## src/rtl/paddle_input_ctrl_if.sv

```systemverilog
// Paddle controller bus: player inputs from hps_io toward the core, and paddle positions back.
// Level signals only, no valid/ready; the controller samples them on every rising clk_sys edge.
interface paddle_input_ctrl_if #(
  parameter int NUM_CH = 2,
  parameter int POS_W  = 8
);
  logic                    freeze;
  logic [NUM_CH-1:0]       joy_up;
  logic [NUM_CH-1:0]       joy_down;
  logic [NUM_CH*8-1:0]     analog_y;
  logic [NUM_CH*POS_W-1:0] paddle_vpos;
  logic [NUM_CH-1:0]       mode_dig;

  modport master (
    output freeze, joy_up, joy_down, analog_y,
    input  paddle_vpos, mode_dig
  );

  modport slave (
    input  freeze, joy_up, joy_down, analog_y,
    output paddle_vpos, mode_dig
  );
endinterface

```

## src/rtl/paddle_input_ctrl.sv

```systemverilog
// Per-channel paddle position generator: analog stick or rate-limited digital up/down.
// Optional macro PADDLE_ACCEL_EN doubles the digital step after ACCEL_TICKS ticks of continuous hold.
module paddle_input_ctrl #(
  parameter int NUM_CH      = 2,
  parameter int POS_W       = 8,
  parameter int TICK_DIV    = 7159,
  parameter int STEP        = 2,
  parameter int DEADZONE    = 16,
  parameter int ACCEL_TICKS = 64
) (
  input  logic               clk_sys,
  input  logic               reset_n,
  paddle_input_ctrl_if.slave bus
);

  localparam int CW = (TICK_DIV > 1) ? $clog2(TICK_DIV) : 1;
  localparam logic [POS_W-1:0] CENTER  = {1'b1, {(POS_W-1){1'b0}}};
  localparam logic [POS_W-1:0] POS_MAX = {POS_W{1'b1}};
  localparam logic [POS_W:0]   STEP1   = (POS_W+1)'(STEP) << (POS_W-8);
`ifdef PADDLE_ACCEL_EN
  localparam logic [POS_W:0]   STEP2   = STEP1 << 1;
  localparam int HW = $clog2(ACCEL_TICKS+1);
`endif

  typedef enum logic {ANALOG = 1'b0, DIGITAL = 1'b1} mode_t;

  logic [CW-1:0]    presc;
  logic             tick;
  mode_t            mode_q [NUM_CH];
  logic [POS_W-1:0] pos_q  [NUM_CH];

  assign tick = (presc == CW'(TICK_DIV-1));

  always_ff @(posedge clk_sys or negedge reset_n) begin
    if (!reset_n)
      presc <= '0;
    else if (!bus.freeze)
      presc <= tick ? '0 : presc + CW'(1);
  end

  for (genvar i = 0; i < NUM_CH; i++) begin : g_ch
    logic             up, dn, one, over_dz;
    logic [7:0]       raw, mag, u;
    logic [POS_W-1:0] a_pos, pos_d;
    logic [POS_W:0]   step, wide;
    mode_t            mode_d;

    assign up      = bus.joy_up[i];
    assign dn      = bus.joy_down[i];
    assign one     = up ^ dn;
    assign raw     = bus.analog_y[8*i +: 8];
    assign u       = raw + 8'h80;
    assign a_pos   = POS_W'(u) << (POS_W-8);
    // -128 maps to 8'h80, which as unsigned is the correct magnitude 128
    assign mag     = raw[7] ? 8'(~raw + 8'd1) : raw;
    assign over_dz = ({1'b0, mag} > 9'(DEADZONE));

`ifdef PADDLE_ACCEL_EN
    logic [HW-1:0] hold_q, hold_d;
    logic          last_up_q, same_dir;

    assign same_dir = (up == last_up_q);
    assign step     = (hold_q == HW'(ACCEL_TICKS) && same_dir) ? STEP2 : STEP1;

    always_comb begin
      hold_d = hold_q;
      if (mode_d != DIGITAL || !one || !same_dir)
        hold_d = '0;
      else if (tick && mode_q[i] == DIGITAL && hold_q != HW'(ACCEL_TICKS))
        hold_d = hold_q + HW'(1);
    end

    always_ff @(posedge clk_sys or negedge reset_n) begin
      if (!reset_n) begin
        hold_q    <= '0;
        last_up_q <= 1'b0;
      end else if (!bus.freeze) begin
        hold_q    <= hold_d;
        last_up_q <= up;
      end
    end
`else
    assign step = STEP1;
`endif

    // A held direction always wins over the deadzone exit
    always_comb begin
      mode_d = mode_q[i];
      pos_d  = pos_q[i];
      wide   = '0;
      if (one)
        mode_d = DIGITAL;
      else if (mode_q[i] == DIGITAL && over_dz)
        mode_d = ANALOG;

      if (mode_d == ANALOG) begin
        pos_d = a_pos;
      end else if (mode_q[i] == DIGITAL && tick && one) begin
        // Extra MSB catches borrow on up and carry on down
        if (up) begin
          wide  = {1'b0, pos_q[i]} - step;
          pos_d = wide[POS_W] ? '0 : wide[POS_W-1:0];
        end else begin
          wide  = {1'b0, pos_q[i]} + step;
          pos_d = wide[POS_W] ? POS_MAX : wide[POS_W-1:0];
        end
      end
    end

    always_ff @(posedge clk_sys or negedge reset_n) begin
      if (!reset_n) begin
        mode_q[i] <= ANALOG;
        pos_q[i]  <= CENTER;
      end else if (!bus.freeze) begin
        mode_q[i] <= mode_d;
        pos_q[i]  <= pos_d;
      end
    end
  end

  always_comb begin
    bus.paddle_vpos = '0;
    bus.mode_dig    = '0;
    for (int c = 0; c < NUM_CH; c++) begin
      bus.paddle_vpos[c*POS_W +: POS_W] = pos_q[c];
      bus.mode_dig[c]                   = (mode_q[c] == DIGITAL);
    end
  end

endmodule

```

## src/flat_wrapper.sv

```systemverilog
// flat-port wrapper written by rule: the top's interface ports become plain ports
module paddle_input_ctrl_flat 
#(
  parameter int NUM_CH      = 2,
  parameter int POS_W       = 8,
  parameter int TICK_DIV    = 7159,
  parameter int STEP        = 2,
  parameter int DEADZONE    = 16,
  parameter int ACCEL_TICKS = 64
)
  (clk_sys, reset_n, bus_freeze, bus_joy_up, bus_joy_down, bus_analog_y, bus_paddle_vpos, bus_mode_dig);
  paddle_input_ctrl_if #(.NUM_CH(NUM_CH), .POS_W(POS_W)) bus_i ();
  input  logic clk_sys;
  input  logic reset_n;
  input wire logic [$bits(bus_i.freeze)-1:0] bus_freeze;
  input wire logic [$bits(bus_i.joy_up)-1:0] bus_joy_up;
  input wire logic [$bits(bus_i.joy_down)-1:0] bus_joy_down;
  input wire logic [$bits(bus_i.analog_y)-1:0] bus_analog_y;
  output wire logic [$bits(bus_i.paddle_vpos)-1:0] bus_paddle_vpos;
  output wire logic [$bits(bus_i.mode_dig)-1:0] bus_mode_dig;
  assign bus_i.freeze = bus_freeze;
  assign bus_i.joy_up = bus_joy_up;
  assign bus_i.joy_down = bus_joy_down;
  assign bus_i.analog_y = bus_analog_y;
  assign bus_paddle_vpos = bus_i.paddle_vpos;
  assign bus_mode_dig = bus_i.mode_dig;
  paddle_input_ctrl #(.NUM_CH(NUM_CH), .POS_W(POS_W), .TICK_DIV(TICK_DIV), .STEP(STEP), .DEADZONE(DEADZONE), .ACCEL_TICKS(ACCEL_TICKS)) u_core (.clk_sys(clk_sys), .reset_n(reset_n), .bus(bus_i));
endmodule
```

## config.mk

```make
export PLATFORM = sky130hd
export DESIGN_NAME = paddle_input_ctrl_flat
export DESIGN_NICKNAME = d
export VERILOG_FILES = /design/src/rtl/paddle_input_ctrl_if.sv /design/src/rtl/paddle_input_ctrl.sv /design/src/flat_wrapper.sv
export SDC_FILE = /design/constraint.sdc
export NUM_CORES = 1
export LEC_CHECK = 0
export ABC_AREA = 1
export CORE_MARGIN = 2
export CORE_UTILIZATION = 55
export CTS_CLUSTER_DIAMETER = 120
export DETAILED_ROUTE_END_ITERATION = 16
export PLACE_DENSITY = 0.91
export SLEW_MARGIN = 25
export SYNTH_ARGS = -nofsm -noshare
export SYNTH_HDL_FRONTEND = slang
export SYNTH_SLANG_ARGS = --single-unit
```

## constraint.sdc

```tcl
create_clock -name clk_sys -period 2 [get_ports clk_sys]
set_input_delay 0.2 -clock clk_sys [delete_from_list [all_inputs] [get_ports clk_sys]]
set_output_delay 0.2 -clock clk_sys [all_outputs]
set_load 0.02 [all_outputs]
```

# After elaboration in Yosys (flattened, before gate mapping)
# Cells that the tools add are included.
word_totals:
  regBits: 31
  inputBits: 23
  out_inout_bits: 18
  elab_cells: 49
classes:
  add_sub_neg: 9
  order_cmp: 2
  eq_ne: 3
  muxes: 17
  bitwise: 5
  reduce_logical: 8
ops:
  columns: ["op", "n"]
  rows:
  - ["two-way mux 8 bit", 12]
  - ["adder 8 x 2 -> 9 bit (second input constant)", 2]
  - ["subtractor 8 x 2 -> 9 bit (second input constant)", 2]
  - ["adder 8 x 1 -> 8 bit (second input constant)", 2]
  - ["adder 8 bit (second input constant)", 2]
  - ["greater-than comparator 8 x 5 -> 1 bit (second input constant)", 2]
  - ["inverter 8 bit", 2]
  - ["adder 13 x 1 -> 13 bit (second input constant)", 1]
  - ["== test 13 bit (second input constant)", 1]
  - ["two-way mux 13 bit", 1]
  - ["logical AND 1 bit", 6]
  - ["two-way mux 1 bit", 4]
  - ["inequality test 2 bit (second input constant)", 2]
  - ["AND reduction 2 bit", 2]
  - ["XOR 1 bit", 2]
  - ["inverter 1 bit", 1]

# Logic depth before layout (Yosys ltp)
# Gate-level depths: netlist of the first run.
logic_depth:
  word_depth: 9
  depth_mapped: 13
  mapped_depth_nobuf: 12

# Worst setup path after synthesis of the first run
# OpenSTA, ideal clock, no wires.
synth_path:
  path_kind: "register to register"
  start: "register u_core.pos_q (netlist bit u_core.bus.paddle_vpos[9])"
  end: "register u_core.pos_q (netlist bit u_core.bus.paddle_vpos[13])"
  setup_time_ns: 0.117
  arrival_time_ns: 1.495
  t_required_ns: 1.883
  slack_ns: 0.388
  stages_incl_launch_ff: 13
  path_buffers: 1
  cell_sequence: "dfrtp_1 -> buf_2 -> inv_1 -> ha_1 -> inv_1 -> nor2_1 -> nand3_1 -> nand4_1 -> nand2_1 -> nand2_1 -> nand2_1 -> nand2_1 -> nand2_1"
synth_via:
  elab_chain_len: 5
synth_rtl:
  columns: ["item", "line_no", "rtl"]
  rows:
  - ["from (decl)", "paddle_input_ctrl.sv:30", "logic [POS_W-1:0] pos_q [NUM_CH];"]
  - ["from (signal, indexed assignment)", "paddle_input_ctrl.sv:116", "pos_q[i] <= pos_d;"]
  - ["adder 8 x 2 -> 9 bit / subtractor 8 x 2 -> 9 bit (equally long branches)", "paddle_input_ctrl.sv:104, paddle_input_ctrl.sv:101", null]
  - ["two-way mux 8 bit (on tied branches)", "paddle_input_ctrl.sv:105, paddle_input_ctrl.sv:102", null]
  - ["two-way mux 8 bit *", "paddle_input_ctrl.sv:100", "if (up) begin"]
  - ["two-way mux 8 bit *", "paddle_input_ctrl.sv:98", "end else if (mode_q[i] == DIGITAL && tick && one) begin"]
  - ["two-way mux 8 bit *", "paddle_input_ctrl.sv:96", "if (mode_d == ANALOG) begin"]
# Mark *: on every way between the ends. The rest lies on a longest branch, timed or not. The select of a mux whose other input is x is not followed.
# A chain may end at the register's enable or synchronous reset.

# Final worst setup path of the first run
layout_path:
  start: "register u_core.pos_q (netlist bit u_core.bus.paddle_vpos[4])"
  end: "output port bus_paddle_vpos[4]"
layout_lines:
  columns: ["item", "line_no", "rtl"]
  rows:
  - ["to (decl)", "flat_wrapper.sv:19", "output wire logic [$bits(bus_i.paddle_vpos)-1:0] bus_paddle_vpos;"]
# No word-level cell between the ends.

==> results of run 1 <==
[metal layers]
metal	GRT usage	routed length (um)
met2	0.429	3280
met3	0.0393	385
met1	0.353	2920
met4	0.0456	56
met5	0	0
[cell type report]
type	count	area, um2
Clock inverter	1	5.00
Inverter	41	154
Timing Repair Buffer	45	438
Multi-Input combinational cell	325	1700
Clock buffer	7	86.3
Tap cell	67	83.8
Sequential cell	31	778
Fill cell	390	1480
[through the flow]
stage | instance area (um2) | power (mW)
2_1_floorplan | 2710 | 2.27
3_3_place_gp | 3150 | 2.79
3_5_place_dp | 3150 | 2.83
4_1_cts | 3250 | 3.34
5_1_grt | 3250 | 3.63
6_report | 3250 | 3.35
[cells in the final DEF (no fill, tap or decap), drive strengths merged, types with 6 or more instances in the layout]
cell type and instances:
nand2 146, nand3 60, nand4 11, clkdlybuf4s50 40
clkbuf 7, o21ai 21, nor2 44, inv 40
a21oi 11, dfrtp 29, ha 6
[synth_stat cells (3+ instances only)]
master,instances
buf_2,3
xor2_1,5
nand2_2,8
inv_2,5
dfrtp_1,29
o21ai_0,11
buf_6,3
nor2_2,3
o21ai_1,10
nand2_1,135
a21oi_1,11
nand3_2,3
nand2_4,3
buf_4,4
inv_1,35
nand4_1,9
nand3b_1,3
nand3_1,55
ha_1,6
nor2_1,35
nor2_4,6
nor3_1,3
[kinds of logic (layout without fill, tap and decap cells)]
logic type                 Yosys count  after routing  share of synthesized area
AOI/OAI and AO/OA                   41             41                     0.0835
buffers and inverters               51             94                     0.0858
xor gates and xnor gates             8              8                     0.0314
and+or+nand+nor                    270            270                      0.485
adders and majority gates            6              6                     0.0277
DFF                                 31             31                      0.287
[power groups by stage]
stage | Sequential (mW) | Combinational, mW | Clock, mW
final | 1.12 | 1.73 | 0.499
after global routing | 1.15 | 1.95 | 0.533
after CTS | 1.12 | 1.72 | 0.506
after detailed placement | 1.13 | 1.70 | 0
after global placement | 1.13 | 1.66 | 0
after floorplan | 1.14 | 1.14 | 0
[flip-flops by register name, summed over array words and instances (netlist names)]
name,flops
u_core.bus.paddle_vpos,16
u_core.bus.mode_dig,2
u_core.presc,13
[final timing paths]
path	start	to	slack, ns	depth (start not counted)
max reg2reg	u_core.bus.paddle_vpos[9]	u_core.bus.paddle_vpos[15]	0.30	12
max in group asynchronous	reset_n	u_core.bus.paddle_vpos[15]	1.36	2
min	reset_n	u_core.bus.paddle_vpos[0]	0.31	2
max	u_core.bus.paddle_vpos[4]	bus_paddle_vpos[4]	0.25	1
min reg2reg	u_core.bus.paddle_vpos[8]	u_core.bus.paddle_vpos[8]	0.48	2
min in group clk_sys	u_core.bus.paddle_vpos[8]	u_core.bus.paddle_vpos[8]	0.48	2
==> impl_metrics.json, run 1 <==
{
  "status": "completed",
  "synth.avg_cell_area_um2": 6.66,
  "routabilityCongestion": 0.924,
  "die_w_um": 74.2,
  "syn_nets": 436,
  "grt_usage": 0.254,
  "critPathMaxFanout": 11,
  "final_hold_viol_count": 0,
  "path_cells": "clkdlybuf4s50_1",
  "core_area_um2": 4720,
  "async_flop_share": 1.00,
  "synth_top_cell_area_share": 0.268,
  "wirelength_um": 6640,
  "drt_iter0_markers": 251,
  "ant_nets": 0,
  "grt_pass1_vias": 2559,
  "rsz0062_at_grt": "no",
  "io_buffers": 40,
  "grt_first_pass_wirelength_um": 11300,
  "utilization": 0.687,
  "path_buf_inv": 1,
  "cts_sinks": 31,
  "final-setup-viol-count": 0,
  "max-cap-violations": 0,
  "worst_setup_path_start_kind": "flip-flop",
  "syn_area_um2": 2710,
  "hold_path.class": "in2async",
  "antenna_found_initial": 0,
  "synthFlopType": "dfrtp_1",
  "clock_latency_ns": 0.28,
  "synth.area.top_cells": "dfrtp_1 27%, nand2_1 19%, nand3_1 10%",
  "endpoint_kind": "output pin",
  "slowest_stage": "clkdlybuf4s50_1",
  "total_leakage_power_nw": 1.59,
  "timing.slew.headroom": 0.521,
  "synth_edf_count": 0,
  "yosys_warnings": 0,
  "drive_gt1_frac": 0.111,
  "vdd_drop_max_mv": 0.598,
  "nNetsFinal": 478,
  "dpl.hpwl_um": 5110,
  "clkPwrFrac": 0.149,
  "die-area_um2": 5510,
  "tightest_slew_ns": 0.715,
  "cts_buffer_depth": 2,
  "htree_levels": 2,
  "netlist-cell-type-count": 38,
  "finalClockSkew_ns": 0.0104,
  "syn_to_final_growth_pct": 19.7,
  "combPwrFrac": 0.517,
  "vias": 2797,
  "ys_ff_latch": 31,
  "critPathArrivalTime_ns": 1.55,
  "cts_buffers": 5,
  "p_sw_mw": 1.55,
  "pre_cts_ws_ns": 0.0274,
  "fmax_mhz": 570,
  "tns_ns": 0,
  "io_pins": 41,
  "die_h_um": 74.2,
  "synth.largest_area_cell": "dfrtp_1",
  "wl_per_cell_um": 12.9,
  "fin_ws_ns": 0.247,
  "ys_seq_area_frac": 0.287,
  "path_clk_slew_ns": 0.07,
  "p_seq_frac": 0.335,
  "remaining_drc_errors": 0,
  "swShare": 0.463,
  "timing.final.max_slew_violations": 0,
  "critPathTopFamily": "buffers and inverters",
  "p_int_mw": 1.80,
  "start_util": 0.574,
  "hold-worst-slack_ns": 0.307,
  "power_density_nw_per_um2": 1030,
  "cts_root_buffer": "clkbuf_8",
  "rows": 25,
  "final.min_clock_period_ns": 1.75,
  "cts_setup_buffers": 0,
  "tritoncts": "done",
  "first_pass_iters": 5,
  "slowest_delay_ns": 0.68,
  "diodes": 0,
  "finalNonFillerCells": 517,
  "overflow": 0,
  "critPathKind": "reg2out",
  "cts_hold_buf": 0,
  "via_per_inst": 5.41,
  "placed_cells": 509,
  "netlist_instances": 407,
  "fin_crit_sh": 0.877,
  "cp.required_ns": 1.80,
  "ctsResizeCount": 0,
  "grt_max_degree": 32
}
Power figures use the tool's default switching activity.
==> run 2, diff against run 1 <==
- CORE_ASPECT_RATIO: unset -> 0.6
==> run 2 against run 1 <==
Against the previous run: wire length up 18%; critical path depth up 9; clock skew down 0.0021 ns; critical endpoint is now u_core.bus.paddle_vpos[2]; largest power group unchanged.
==> impl_metrics.json, run 2 (same netlist as run 1, synthesis figures left out) <==
{
  "start_util": 0.582,
  "p_seq_frac": 0.322,
  "p_sw_mw": 1.69,
  "finalClockSkew_ns": 0.00829,
  "max-cap-violations": 0,
  "cp_common_cell": "nand2_1",
  "utilization": 0.699,
  "timing.slew.headroom": 0.495,
  "slowest_delay_ns": 0.58,
  "total_leakage_power_nw": 1.60,
  "clkPwrFrac": 0.157,
  "cts_hold_buf": 0,
  "finalNonFillerCells": 514,
  "tightest_slew_ns": 0.754,
  "final_hold_viol_count": 0,
  "cts_setup_buffers": 0,
  "grt_pass1_vias": 2657,
  "grt_usage": 0.304,
  "cts_buffer_depth": 2,
  "layout_commonest_cell": "nand2_1",
  "endpoint_kind": "flip-flop",
  "die-area_um2": 5530,
  "syn_to_final_growth_pct": 20.1,
  "hold_path.class": "in2async",
  "grt_first_pass_wirelength_um": 12800,
  "layout_common_cells": "135 x nand2_1, 55 x nand3_1, 40 x clkdlybuf4s50_1",
  "cts_root_buffer": "clkbuf_8",
  "critPathMaxFanout": 10,
  "rows": 19,
  "hold-worst-slack_ns": 0.300,
  "placed_cells": 506,
  "startpoint": "u_core.bus.paddle_vpos[3]",
  "final-setup-viol-count": 0,
  "remaining_drc_errors": 0,
  "htree_levels": 2,
  "fin_crit_sh": 0.955,
  "cts_buffers": 5,
  "drt_iter0_markers": 281,
  "timing.final.max_slew_violations": 0,
  "io_pins": 41,
  "overflow": 0,
  "critPathKind": "reg2reg",
  "reg2reg_to": "u_core.bus.paddle_vpos[2]",
  "swShare": 0.477,
  "drive_gt1_frac": 0.113,
  "tns_ns": 0,
  "tritoncts": "done",
  "rsz0062_at_grt": "no",
  "die_h_um": 58.4,
  "path_clk_slew_ns": 0.07,
  "placed_area_um2": 3160,
  "cp.required_ns": 2.22,
  "final.min_clock_period_ns": 1.91,
  "diodes": 0,
  "wirelength_um": 7840,
  "cts_sinks": 31,
  "vdd_drop_max_mv": 0.667,
  "rrSetupSlack_ns": 0.09,
  "status": "completed",
  "ant_nets": 0,
  "core_area_um2": 4660,
  "antenna_found_initial": 0,
  "via_per_inst": 5.88,
  "die_w_um": 94.6,
  "nNetsFinal": 479,
  "routabilityCongestion": 1.07,
  "p_int_mw": 1.85,
  "largest_reg_flops": 16,
  "critPathArrivalTime_ns": 2.13,
  "vias": 3021,
  "io_buffers": 40,
  "ctsResizeCount": 0,
  "dpl.hpwl_um": 5940,
  "combPwrFrac": 0.522,
  "wl_per_cell_um": 15.3,
  "power_density_nw_per_um2": 1080,
  "rr_startpoint": "u_core.bus.paddle_vpos[3]",
  "first_pass_iters": 5,
  "cp-endpoint": "u_core.bus.paddle_vpos[2]",
  "fmax_mhz": 524,
  "worst_setup_path_start_kind": "flip-flop",
  "finalInstanceArea_um2": 3260,
  "clock_latency_ns": 0.29,
  "path_cells": "nand2_1 -> nor2_2 -> nand2_1 -> nand2_1 -> nand2_1 -> o21ai_1 -> nand2_1 -> nand2_1 -> nand2_1 -> o21ai_1",
  "slowest_stage": "dfrtp_1",
  "grt_max_degree": 32,
  "r2r_cells": 10
}
## run 2: final cells by class
cell class,instances,area (um2)
repair buffers,46,445
flip-flops and latches,31,778
multi-input cells,325,1700
well taps,63,78.8
inverters,41,154
clock buffers,8,100
fillers,390,1400
## run 2: worst max-delay path: cells and delay by family (launching register included)
kind | cells | cell delay [ns]
simple gates | 8 | 1.01
flops | 1 | 0.58
compound gates | 2 | 0.25
## run 2: layer usage
metal | part of all wire | GRT usage
met1 | 0.43 | 0.442
met2 | 0.43 | 0.444
met3 | 0.13 | 0.0960
met4 | 0.015 | 0.0704
met5 | 0 | 0
## run 2: worst min-delay path by stage
stage                           endpoint  depth (start not counted)  slack [ns]                       from
4_1_cts                  u_core.presc[3]                          2        0.31                    reset_n
3_3_place_gp   u_core.bus.paddle_vpos[8]                          2        0.46  u_core.bus.paddle_vpos[8]
5_1_grt                  u_core.presc[4]                          2        0.37                    reset_n
2_1_floorplan     u_core.bus.mode_dig[0]                          0        -0.1                    reset_n
6_report                 u_core.presc[6]                          2        0.30                    reset_n
3_5_place_dp   u_core.bus.paddle_vpos[8]                          2        0.47  u_core.bus.paddle_vpos[8]
## run 2: through the flow
stage / total power [mW] / worst slack (ns)
finish: 3.53 / 0.0909
global route: 3.78 / 0.00447
CTS: 3.47 / 0.177
detailed placement: 2.91 / 0.0227
global placement: 2.84 / 0.123
floorplan: 2.27 / 0.388
## run 2: power by group through the flow
stage	logic (mW)	clock network (mW)	registers, mW
floorplan	1.14	0	1.14
finish	1.84	0.553	1.14
CTS	1.81	0.551	1.12
detailed placement	1.79	0	1.12
global placement	1.73	0	1.11
global route	2.04	0.583	1.16
==> run 3, diff against run 2 <==
- PLACE_DENSITY: 0.91 -> 0.84
==> run 3 against run 2 <==
Against the previous run: via count shrank 4.7%; register-to-register slack gained 0.15 ns; first-iteration DRC count shrank 10%; wire length shrank 5.0%; sequential share of layout area shrank 0.13 points; count of clock-buffer cells in the layout shrank 2; clock power grew 19%; critical endpoint is now bus_paddle_vpos[3]; largest cell class unchanged.
==> impl_metrics.json, run 3 (same netlist as run 1, synthesis figures left out) <==
{
  "status": "completed",
  "routabilityCongestion": 1.03,
  "die_h_um": 58.4,
  "grt_usage": 0.285,
  "die_w_um": 94.6,
  "htree_levels": 2,
  "critPathMaxFanout": 7,
  "combPwrFrac": 0.501,
  "power_density_nw_per_um2": 1100,
  "fin_crit_sh": 0.913,
  "final.min_clock_period_ns": 1.83,
  "cp.required_ns": 1.80,
  "slowest_delay_ns": 0.60,
  "critPathArrivalTime_ns": 1.63,
  "p_int_mw": 1.93,
  "ant_nets": 0,
  "layout_common_cells": "135 x nand2_1, 55 x nand3_1, 40 x clkdlybuf4s50_1",
  "cts_setup_buffers": 0,
  "p_sw_mw": 1.66,
  "p_seq_frac": 0.316,
  "cts_buffers": 5,
  "max-cap-violations": 0,
  "diodes": 0,
  "finalNonFillerCells": 514,
  "hold-worst-slack_ns": 0.294,
  "endpoint_kind": "output pin",
  "first_pass_iters": 5,
  "wl_met2_um": 3100,
  "critPathKind": "reg2out",
  "path_cells": "buf_4 -> clkdlybuf4s50_1",
  "tritoncts": "done",
  "start_util": 0.582,
  "remaining_drc_errors": 0,
  "finalPower_mw": 3.59,
  "syn_to_final_growth_pct": 20.8,
  "m1WireLength_um": 3330,
  "io_pins": 41,
  "nNetsFinal": 479,
  "tightest_slew_ns": 0.708,
  "hold_path.class": "in2async",
  "drive_gt1_frac": 0.115,
  "cts_root_buffer": "clkbuf_8",
  "dpl.hpwl_um": 5730,
  "io_buffers": 40,
  "finalInstanceArea_um2": 3270,
  "cts_buffer_depth": 2,
  "placed_area_um2": 3160,
  "rsz0062_at_grt": "no",
  "cts_sinks": 31,
  "die-area_um2": 5530,
  "placed_cells": 506,
  "largest_reg_flops": 16,
  "timing.slew.headroom": 0.526,
  "final-setup-viol-count": 0,
  "via_per_inst": 5.60,
  "grt_first_pass_wirelength_um": 12200,
  "worst_setup_path_start_kind": "flip-flop",
  "n_fill_cell": 390,
  "swShare": 0.462,
  "met3_length_um": 941,
  "clock_latency_ns": 0.29,
  "drt_iter0_markers": 253,
  "path_clk_slew_ns": 0.07,
  "overflow": 0,
  "cts_hold_buf": 0,
  "grt_max_degree": 32,
  "total_leakage_power_nw": 1.61,
  "ctsResizeCount": 0,
  "vias": 2880,
  "vdd_drop_max_mv": 0.566,
  "finalClockSkew_ns": 0.00971,
  "layout_commonest_cell": "nand2_1",
  "slowest_stage": "clkdlybuf4s50_1",
  "critPathTopFamily": "buffers and inverters",
  "core_area_um2": 4660,
  "clkPwrFrac": 0.183,
  "fmax_mhz": 548,
  "wirelength_um": 7450,
  "path_buf_inv": 2,
  "highest_layer": "met4",
  "antenna_found_initial": 0,
  "timing.final.max_slew_violations": 0,
  "grt_pass1_vias": 2611,
  "rows": 19,
  "tns_ns": 0,
  "final_hold_viol_count": 0,
  "wl_per_cell_um": 14.5
}
[run 3: cell count changes in the layout (fill, tap and decap cells not counted), sizes merged]
cell    previous run  this run
clkinv             1         2
clkbuf             8         6
bufinv             0         1
[run 3: final cells by class]
type                       instances  area (um2)  share of cell area
inverter                          41         154              0.0470
tap                               63        78.8              0.0241
multi-input combinational        325        1700               0.519
clock inverter                     2        35.0              0.0107
timing repair buffer              46         445               0.136
sequential                        31         778               0.238
clock buffer                       6        82.6              0.0252
[run 3: power by group through the flow]
stage	Sequential (mW)	Combinational [mW]	Clock [mW]
after floorplan	1.14	1.14	0
after global placement	1.13	1.72	0
after detailed placement	1.13	1.75	0
after CTS	1.12	1.77	0.663
after global routing	1.16	2.00	0.692
final	1.14	1.80	0.658
[run 3: stage by stage]
stage / util / setup slack, ns
5_1_grt: 0.703 / 0.0883
6_report: 0.703 / 0.175
2_1_floorplan: - / 0.388
4_1_cts: 0.703 / 0.196
3_3_place_gp: 0.677 / 0.122
3_5_place_dp: 0.677 / 0.0325
[run 3: per-layer routing]
| metal | up-vias | global-route usage |
|---|---|---|
| met5 | - | 0 |
| met2 | 168 | 0.416 |
| met1 | 1292 | 0.410 |
| met4 | 0 | 0.0725 |
| li1 | 1411 | - |
| met3 | 9 | 0.0948 |
[run 3: path summary, 6_finish.rpt]
check,slack [ns],from,to,depth (start not counted)
setup / recovery,0.17,u_core.bus.paddle_vpos[3],bus_paddle_vpos[3],2
hold / removal,0.29,reset_n,u_core.bus.paddle_vpos[3],2
setup reg to reg,0.24,u_core.bus.paddle_vpos[1],u_core.bus.paddle_vpos[5],11
hold reg to reg,0.49,u_core.bus.paddle_vpos[0],u_core.bus.paddle_vpos[0],2
max in group asynchronous,1.38,reset_n,u_core.bus.paddle_vpos[15],2
min in group clk_sys,0.49,u_core.bus.paddle_vpos[0],u_core.bus.paddle_vpos[0],2
